==> src/rtl/name_hash_pkg.sv <==
// Shared constants, H3 hash matrix rows and FSM state encoding for the name-hash scheduler.
package name_hash_pkg;

  localparam int unsigned DATA_W = 64;
  localparam int unsigned HASH_W = 10;

  // Row i is XORed into the word hash when bit i of the word is set
  localparam logic [HASH_W-1:0] H3_ROW [0:DATA_W-1] = '{
    10'h3B5, 10'h020, 10'h1C3, 10'h2A7, 10'h0F1, 10'h36C, 10'h159, 10'h28E,
    10'h0B4, 10'h3D2, 10'h147, 10'h06A, 10'h2F9, 10'h113, 10'h38D, 10'h0C6,
    10'h25B, 10'h17E, 10'h3A1, 10'h049, 10'h1D8, 10'h2C3, 10'h096, 10'h33F,
    10'h16D, 10'h0E2, 10'h2B5, 10'h3C8, 10'h051, 10'h19A, 10'h27C, 10'h0A3,
    10'h31E, 10'h1B7, 10'h04D, 10'h2E0, 10'h12C, 10'h3F6, 10'h089, 10'h265,
    10'h1F3, 10'h0D9, 10'h34A, 10'h21F, 10'h07B, 10'h1A4, 10'h39C, 10'h0E8,
    10'h2D1, 10'h15F, 10'h03E, 10'h3B2, 10'h166, 10'h29D, 10'h0C1, 10'h378,
    10'h1E5, 10'h24A, 10'h09F, 10'h31C, 10'h183, 10'h2FE, 10'h05C, 10'h2C7
  };

  typedef enum logic [1:0] {
    IDLE   = 2'd0,
    ACCUM  = 2'd1,
    RESULT = 2'd2
  } state_e;

endpackage

==> src/rtl/name_hash_core.sv <==
// Combinational H3 word hash: XOR of the matrix rows selected by the set bits of the word.
module name_hash_core
  import name_hash_pkg::*;
(
  input  logic [DATA_W-1:0] word_i,
  output logic [HASH_W-1:0] hash_c
);

  always_comb begin
    hash_c = '0;
    for (int unsigned i = 0; i < DATA_W; i++) begin
      if (word_i[i]) hash_c = hash_c ^ H3_ROW[i];
    end
  end

endmodule

==> src/rtl/name_hash_sched.sv <==
// Round-robin scheduler sharing one H3 name-hash engine among NUM_REQ word-streaming requesters.
module name_hash_sched
  import name_hash_pkg::*;
#(
  parameter int unsigned NUM_REQ   = 4,
  parameter int unsigned MAX_WORDS = 8,
  parameter int unsigned ID_W      = $clog2(NUM_REQ)
) (
  input  logic                      clk,
  input  logic                      rst_n,
  input  logic [NUM_REQ-1:0]        req_valid,
  input  logic [NUM_REQ*DATA_W-1:0] req_data,
  input  logic [NUM_REQ-1:0]        req_last,
  output logic [NUM_REQ-1:0]        req_ready,
  output logic                      res_valid,
  input  logic                      res_ready,
  output logic [HASH_W-1:0]         res_hash,
  output logic [ID_W-1:0]           res_id,
  output logic                      res_trunc,
  output logic                      busy
);

  localparam int unsigned CNT_W = $clog2(MAX_WORDS + 1);

  state_e               state_q, state_d;
  logic [ID_W-1:0]      g_q, g_d;
  logic [ID_W-1:0]      last_grant_q, last_grant_d;
  logic [HASH_W-1:0]    acc_q, acc_d;
  logic [CNT_W-1:0]     wcnt_q, wcnt_d;
  logic                 trunc_q, trunc_d;
  logic [NUM_REQ-1:0]   req_ready_q, req_ready_d;
  logic                 res_valid_q, res_valid_d;
  logic [HASH_W-1:0]    res_hash_q, res_hash_d;
  logic [ID_W-1:0]      res_id_q, res_id_d;
  logic                 res_trunc_q, res_trunc_d;
  logic                 busy_q, busy_d;

  logic [DATA_W-1:0]    word_c;
  logic [HASH_W-1:0]    word_hash_c;
  logic [HASH_W-1:0]    acc_fold_c;
  logic                 beat_c;
  logic                 found_c;
  logic [ID_W-1:0]      grant_c;
  int unsigned          idx;

  // Search starts just after the last served requester
  always_comb begin
    found_c = 1'b0;
    grant_c = '0;
    idx     = 0;
    for (int unsigned k = 1; k <= NUM_REQ; k++) begin
      idx = (32'(last_grant_q) + k) % NUM_REQ;
      if (!found_c && req_valid[ID_W'(idx)]) begin
        found_c = 1'b1;
        grant_c = ID_W'(idx);
      end
    end
  end

  always_comb begin
    word_c = '0;
    for (int unsigned i = 0; i < NUM_REQ; i++) begin
      if (g_q == ID_W'(i)) word_c = req_data[i*DATA_W +: DATA_W];
    end
  end

  name_hash_core u_core (
    .word_i (word_c),
    .hash_c (word_hash_c)
  );

  assign acc_fold_c = {acc_q[HASH_W-2:0], acc_q[HASH_W-1]} ^ word_hash_c;
  assign beat_c     = req_valid[g_q] & req_ready_q[g_q];

  always_comb begin
    state_d      = state_q;
    g_d          = g_q;
    last_grant_d = last_grant_q;
    acc_d        = acc_q;
    wcnt_d       = wcnt_q;
    trunc_d      = trunc_q;
    req_ready_d  = req_ready_q;
    res_valid_d  = res_valid_q;
    res_hash_d   = res_hash_q;
    res_id_d     = res_id_q;
    res_trunc_d  = res_trunc_q;
    case (state_q)
      IDLE: begin
        if (found_c) begin
          g_d         = grant_c;
          acc_d       = '0;
          wcnt_d      = '0;
          trunc_d     = 1'b0;
          req_ready_d = NUM_REQ'(1) << grant_c;
          state_d     = ACCUM;
        end
      end
      ACCUM: begin
        if (beat_c) begin
          // Words beyond MAX_WORDS are drained but leave the hash untouched
          if (wcnt_q < CNT_W'(MAX_WORDS)) begin
            acc_d  = acc_fold_c;
            wcnt_d = wcnt_q + CNT_W'(1);
          end else begin
            trunc_d = 1'b1;
          end
          if (req_last[g_q]) begin
            req_ready_d = '0;
            res_valid_d = 1'b1;
            res_hash_d  = acc_d;
            res_id_d    = g_q;
            res_trunc_d = trunc_d;
            state_d     = RESULT;
          end
        end
      end
      RESULT: begin
        if (res_ready) begin
          res_valid_d  = 1'b0;
          last_grant_d = g_q;
          state_d      = IDLE;
        end
      end
      default: state_d = IDLE;
    endcase
    busy_d = (state_d != IDLE);
  end

  always_ff @(posedge clk or negedge rst_n) begin
    if (!rst_n) begin
      state_q      <= IDLE;
      g_q          <= '0;
      last_grant_q <= ID_W'(NUM_REQ - 1);
      acc_q        <= '0;
      wcnt_q       <= '0;
      trunc_q      <= 1'b0;
      req_ready_q  <= '0;
      res_valid_q  <= 1'b0;
      res_hash_q   <= '0;
      res_id_q     <= '0;
      res_trunc_q  <= 1'b0;
      busy_q       <= 1'b0;
    end else begin
      state_q      <= state_d;
      g_q          <= g_d;
      last_grant_q <= last_grant_d;
      acc_q        <= acc_d;
      wcnt_q       <= wcnt_d;
      trunc_q      <= trunc_d;
      req_ready_q  <= req_ready_d;
      res_valid_q  <= res_valid_d;
      res_hash_q   <= res_hash_d;
      res_id_q     <= res_id_d;
      res_trunc_q  <= res_trunc_d;
      busy_q       <= busy_d;
    end
  end

  assign req_ready = req_ready_q;
  assign res_valid = res_valid_q;
  assign res_hash  = res_hash_q;
  assign res_id    = res_id_q;
  assign res_trunc = res_trunc_q;
  assign busy      = busy_q;

endmodule

==> config.mk <==
export PLATFORM = sky130hd
export DESIGN_NAME = name_hash_sched
export DESIGN_NICKNAME = d
export VERILOG_FILES = /design/src/rtl/name_hash_pkg.sv /design/src/rtl/name_hash_core.sv /design/src/rtl/name_hash_sched.sv
export SDC_FILE = /design/constraint.sdc
export NUM_CORES = 1
export LEC_CHECK = 0
export ABC_AREA = 0
export CAP_MARGIN = 10
export CORE_MARGIN = 2
export CORE_UTILIZATION = 28
export DETAILED_ROUTE_END_ITERATION = 10
export GPL_ROUTABILITY_DRIVEN = 1
export PLACE_DENSITY = 0.67
export REMOVE_ABC_BUFFERS = 1
export SLEW_MARGIN = 10
export SYNTH_ARGS = -nofsm -noshare
export SYNTH_HDL_FRONTEND = slang
export SYNTH_HIERARCHICAL = 1
export SYNTH_SLANG_ARGS = --single-unit
==> constraint.sdc <==
create_clock -name clk -period 3.45 [get_ports clk]
set_input_delay 0.5175 -clock clk [delete_from_list [all_inputs] [get_ports clk]]
set_output_delay 0.5175 -clock clk [all_outputs]
set_load 0.02 [all_outputs]
Yosys cells after proc, flatten, opt, wreduce, memory -nomap -nowiden
Cells that the tools add are included.

Logic and storage cells: 232. Register bits: 40.

Muxes and demuxes: 115. Reductions and logical operators: 18. Add/sub/neg operators: 5. Shift operators: 1. Bitwise operators: 65. Order comparisons: 6. Eq/ne operators: 10.

Operators by type and width (number): $mux W10 (32); $mux W64 (4); $mux W9 (16); $not A6 Y6 (18); $mux W8 (11); $not A5 Y5 (17); $not A4 Y4 (15); $mux W7 (6); $not A7 Y7 (5); $mux W4 (6); $not A8 Y8 (3); $pmux W10 S2 (1); $mux W1 (17); $mux W2 (8); $pmux W4 S2 (2); $lt A2 B3 Y1 const B (5); $bmux W1 S2 (7); $mux W6 (2); $not A3 Y3 (4); $reduce_and A4 Y1 (3); $ne A2 B2 Y1 const B (5); $xor A10 B10 Y10 (1); $eq A2 B2 Y1 const B (3); $pmux W2 S3 (1); 15 further kinds (28).

Depth between registers and ports, before layout
Depth in word-level cells: 136. Mapped depth: 12.

Modules after synthesis
Netlist, hierarchy kept.

By module, submodules not included: name_hash_sched (times used 1, cells each 264, area an instance 3514.6 um^2, sequential area each 1003.5 um^2); name_hash_core (times used 1, cells each 149, area an instance 1669.1 um^2, sequential area each 0.0 um^2).

Worst setup path before layout
Ideal clock, no wire load.

Kind: register to register. Start: register g_q[0]. End: register res_hash_q[0] (netlist: res_hash[0]). Arrival time: 3.566 ns. Stages on the path, launching flop included: 13. Setup slack: -0.241 ns. Data required time: 3.325 ns. Path buffers: 3. Cells stage by stage: dfrtp_1 > buf_2 > buf_2 > buf_2 > mux4_2 > xnor2_2 > xnor3_1 > xnor2_2 > xnor3_1 > xnor2_1 > xnor2_1 > o21ai_0 > mux2_2.

Elaborated cells on any way between the ends: 115.

RTL lines: start: declaration (RTL line name_hash_sched.sv:26) `logic [ID_W-1:0] g_q, g_d;`; start signal: assignment (RTL line name_hash_sched.sv:145) `g_q <= g_d;`; $logic_not A2 Y1 (RTL line name_hash_sched.sv:63) `if (g_q == ID_W'(i)) word_c = req_data[i*DATA_W +: DATA_W];`; $mux W64 (3 in a row) (RTL line name_hash_sched.sv:63); $mux W64 * (RTL line name_hash_sched.sv:63); net word_c[31] (RTL line name_hash_sched.sv:38) `logic [DATA_W-1:0] word_c;`; $mux W8 * (RTL line name_hash_core.sv:12) `if (word_i[i]) hash_c = hash_c ^ H3_ROW[i];`; $mux W10 * (RTL line name_hash_core.sv:12); $not A7 Y7 (no source line); $mux W9 * (RTL line name_hash_core.sv:12); (+40 left out); $mux W9 * (RTL line name_hash_core.sv:12); $mux W10 * (RTL line name_hash_core.sv:12); $mux W7 * (RTL line name_hash_core.sv:12); $not A6 Y6 (no source line); $mux W10 * (RTL line name_hash_core.sv:12); net word_hash_c[0] (RTL line name_hash_sched.sv:39) `logic [HASH_W-1:0] word_hash_c;`; $xor A10 B10 Y10 * (RTL line name_hash_sched.sv:72) `assign acc_fold_c = {acc_q[HASH_W-2:0], acc_q[HASH_W-1]} ^ word_hash_c;`; $mux W10 * (RTL line name_hash_sched.sv:101) `if (wcnt_q < CNT_W'(MAX_WORDS)) begin`; end signal: assignment (RTL line name_hash_sched.sv:152) `res_hash_q <= res_hash_d;`; end: declaration (RTL line name_hash_sched.sv:33) `logic [HASH_W-1:0] res_hash_q, res_hash_d;`.

The timed path passes the listed nets; every way through them passes the cells marked *. The select of a mux whose other input is x is not followed. A chain may end at the register's enable or synchronous reset.

Worst setup path in the final report
Start: register g_q[0]. End: register res_hash_q[9] (netlist: res_hash[9]).

Elaborated cells on any way between the ends: 75.

RTL lines (RTL line): $logic_not A2 Y1 (name_hash_sched.sv:63); $mux W64 (3 in a row) (name_hash_sched.sv:63); $mux W64 * (name_hash_sched.sv:63); net word_c[48] (name_hash_sched.sv:38); $mux W10 * (name_hash_core.sv:12); $not A6 Y6 (no source line); $mux W10 * (name_hash_core.sv:12); $not A6 Y6 (no source line); (+6 left out); $mux W10 * (name_hash_core.sv:12); $not A8 Y8 (no source line); $mux W10 * (name_hash_core.sv:12); $not A6 Y6 (no source line); $mux W10 * (name_hash_core.sv:12); net word_hash_c[9] (name_hash_sched.sv:39); $xor A10 B10 Y10 * (name_hash_sched.sv:72); $mux W10 * (name_hash_sched.sv:101).

Marks and branches as above.

==> reports/metrics.cfg <==
[timing]
post-route-period-util_pct=100.0
min_period_ns=3.450
tns_ns=-0.0003728
skew_ns=0.003552
hold_violations=0
setup_viol=1
slew-limit-headroom_pct=40.80
fmax_mhz=289.8
rsz0062_at_grt=true
drv_slew=0
worst_pin_slew_ns=0.8880
final.setup.worst_slack_ns=-0.0003728

[worst_setup_path]
cp_slowest_cell=dfrtp_4
crit_type=register to register
crit_chain=buf_12, buf_12, buf_12, mux4_2, xnor3_1, xor2_2, buf_4, xnor2_1, xnor3_1, xor2_2, xnor2_1, o21ai_0, mux2_4
max_stage_delay_ns=0.50
critical_path_buf_inv_count=4
rr_worst_depth=13
cp_top_family=XOR/XNOR gates
cp.depth=13
arrival_ns=3.61
cp-end-kind=register
r2r_setup_slack_ns=-0.0004
critPathLaunchType=register
crit_path_frequent_cell=buf_12
required_ns=3.61
cp_max_fo=7

[synthesis]
synth.cell_area_um2=5184
synth_cells=413
synth_top_area_cell=mux4_2
ys_warn_count=6
synth_top_area_share_pct=29.11
yosysSeqAreaShare_pct=19.36
synth-seq-cells=40
ys_types=38
synthTopCellsByArea=mux4_2, dfrtp_1, xnor2_1
synth_top_cells_by_count=xnor2_1, mux4_2, dfrtp_1
async_flop_share_pct=100.0
synth_edf_count=0
syn_area_per_cell_um2=12.55
yosysMostFrequentCell=xnor2_1
synthFlopType=dfrtp_1

[global_route]
grt_busiest_layer=met2
antenna_found_initial=2
grt_max_degree=41
grt_use_met2_pct=36.84
met1_usage_pct=23.59
grt_overflow=0
grt_pass1_vias=5363
grt_use_total_pct=19.54
grt_pass1_wl_mm=29.69
grt_use_met3_pct=2.632

[routing]
routed_wl_mm=19.60
vias_per_cell=4.758
drcViolationCount=4
drt-initial-drc-count=193
dr_total_vias=4886
ant_nets=0
first_pass_iters=7
routedWlPerCell_um=19.08

[floorplan]
die_area_um2=19620
core_area_um2=18090
start_util_pct=28.66
io_pins=286
row_count=49
die_w_um=140.1
die_h_um=140.1

[cts]
cts_buffer_depth=2
cts_tree=built
cts_max_level=2
clock_latency_ns=0.28
cts_made_buffers=5
path_clk_slew_ns=0.06
cts_root_buf=clkbuf_16
cts.sink_count=40

[flow_run]
drv_cap=0

[hold_path]
hp-class=input port to asynchronous set/reset pin

[final_layout]
finish.net_count=1063
post-route-util_pct=53.91
drive_above_1_share_pct=33.17
area_growth_pct=88.10

[placement]
post-dp-hpwl_mm=17.10
gp_congestion=0.8493
port_buffers=285

[outcome]
status=complete, but fails checks
violations=DRC, setup timing

==> cell type report <==
type                            count  area, µm²
Antenna cell                        2      5.005
Clock buffer                        7      132.6
Clock inverter                      1      5.005
Fill cell                        1512       8335
Inverter                            4      15.01
Multi-Input combinational cell    346       4484
Sequential cell                    40       1011
Tap cell                          229      286.5
Timing Repair Buffer              398       3811
==> worst reg2reg max path: stages (launching register included) <==
cell	delay [ns]
dfrtp_4	0.50
buf_12	0.16
buf_12	0.14
buf_12	0.13
mux4_2	0.47
xnor3_1	0.40
xor2_2	0.17
buf_4	0.15
xnor2_1	0.15
xnor3_1	0.27
xor2_2	0.20
xnor2_1	0.16
o21ai_0	0.14
mux2_4	0.31
==> placed cells by master, fill, tap and decap left out, types with 4 or more instances in the layout <==
master             n
mux4_2            67
buf_4            102
o2bb2ai_1          4
xor2_2            10
and2_1             5
dfrtp_1           36
xnor2_2           34
a31oi_1            4
clkbuf_16          6
mux2_4             6
o21ai_0           11
xor2_1            20
xnor3_1           13
inv_1              4
buf_12             6
mux2i_1           14
mux2_2             8
nor2_1             5
xnor2_4            7
nand2_1           37
clkdlybuf4s50_1  284
xnor3_2            5
xnor2_1           66
==> metrics by stage <==
stage / cell area [µm²] / setup WS [ns] / hold slack [ns] / cells
3_5_place_dp: 9014 / -0.3002 / 0.4775 / 1007
6_report: 9751 / -0.0003728 / 0.3640 / 1027
4_1_cts: 9393 / -0.04071 / 0.3918 / 1021
3_3_place_gp: 9014 / -0.2835 / 0.4513 / 1007
5_1_grt: 9751 / -0.1325 / 0.4335 / 1027
2_1_floorplan: 5076 / -2.017 / 0.2219 / 390
==> registers in the layout, summed over array words and instances (netlist names), 2 cells and up <==
| signal | count |
|---|---|
| g_q | 2 |
| state_q | 2 |
| acc_q | 10 |
| wcnt_q | 4 |
| last_grant_q | 2 |
| req_ready | 4 |
| res_id | 2 |
| res_hash | 10 |
==> worst paths after layout <==
kind	to	startpoint
setup reg to reg	res_hash[9]	g_q[0]
hold reg to reg	wcnt_q[2]	wcnt_q[2]
min in group clk	wcnt_q[2]	wcnt_q[2]
hold / removal	res_hash[8]	rst_n
max in group asynchronous	g_q[0]	rst_n
setup / recovery	res_hash[9]	g_q[0]
==> kinds of logic (layout without fill, tap and decap cells) <==
logic type | after synthesis | after routing | share of synthesized area, %
other cells | 0 | 2 | 0
buf+inv | 27 | 410 | 2.365
mux | 95 | 95 | 35.07
fa+ha+maj | 1 | 1 | 0.2413
xor+xnor | 159 | 159 | 33.89
simple gates | 63 | 63 | 5.697
flops | 40 | 40 | 19.36
compound gates | 28 | 28 | 3.379
==> metal layers <==
layer	vias up	wire, µm
met4	0	301
met2	170	10830
met5	-	0
met1	2406	7681
li1	2288	-
met3	22	786
==> what timing repair did <==
item | CTS | global route
setup endpoints to repair | 11 | 10
setup buffers | 6 | 3
endpoints found under the hold margin | 0 | 0
gates resized for setup | 28 | 44
gates cloned | 0 | 1
hold buffers | 0 | 0
pin swaps | 18 | 18
Power is not shown: default switching activity piles up to over one toggle a cycle in this logic, so the estimate is an artifact.
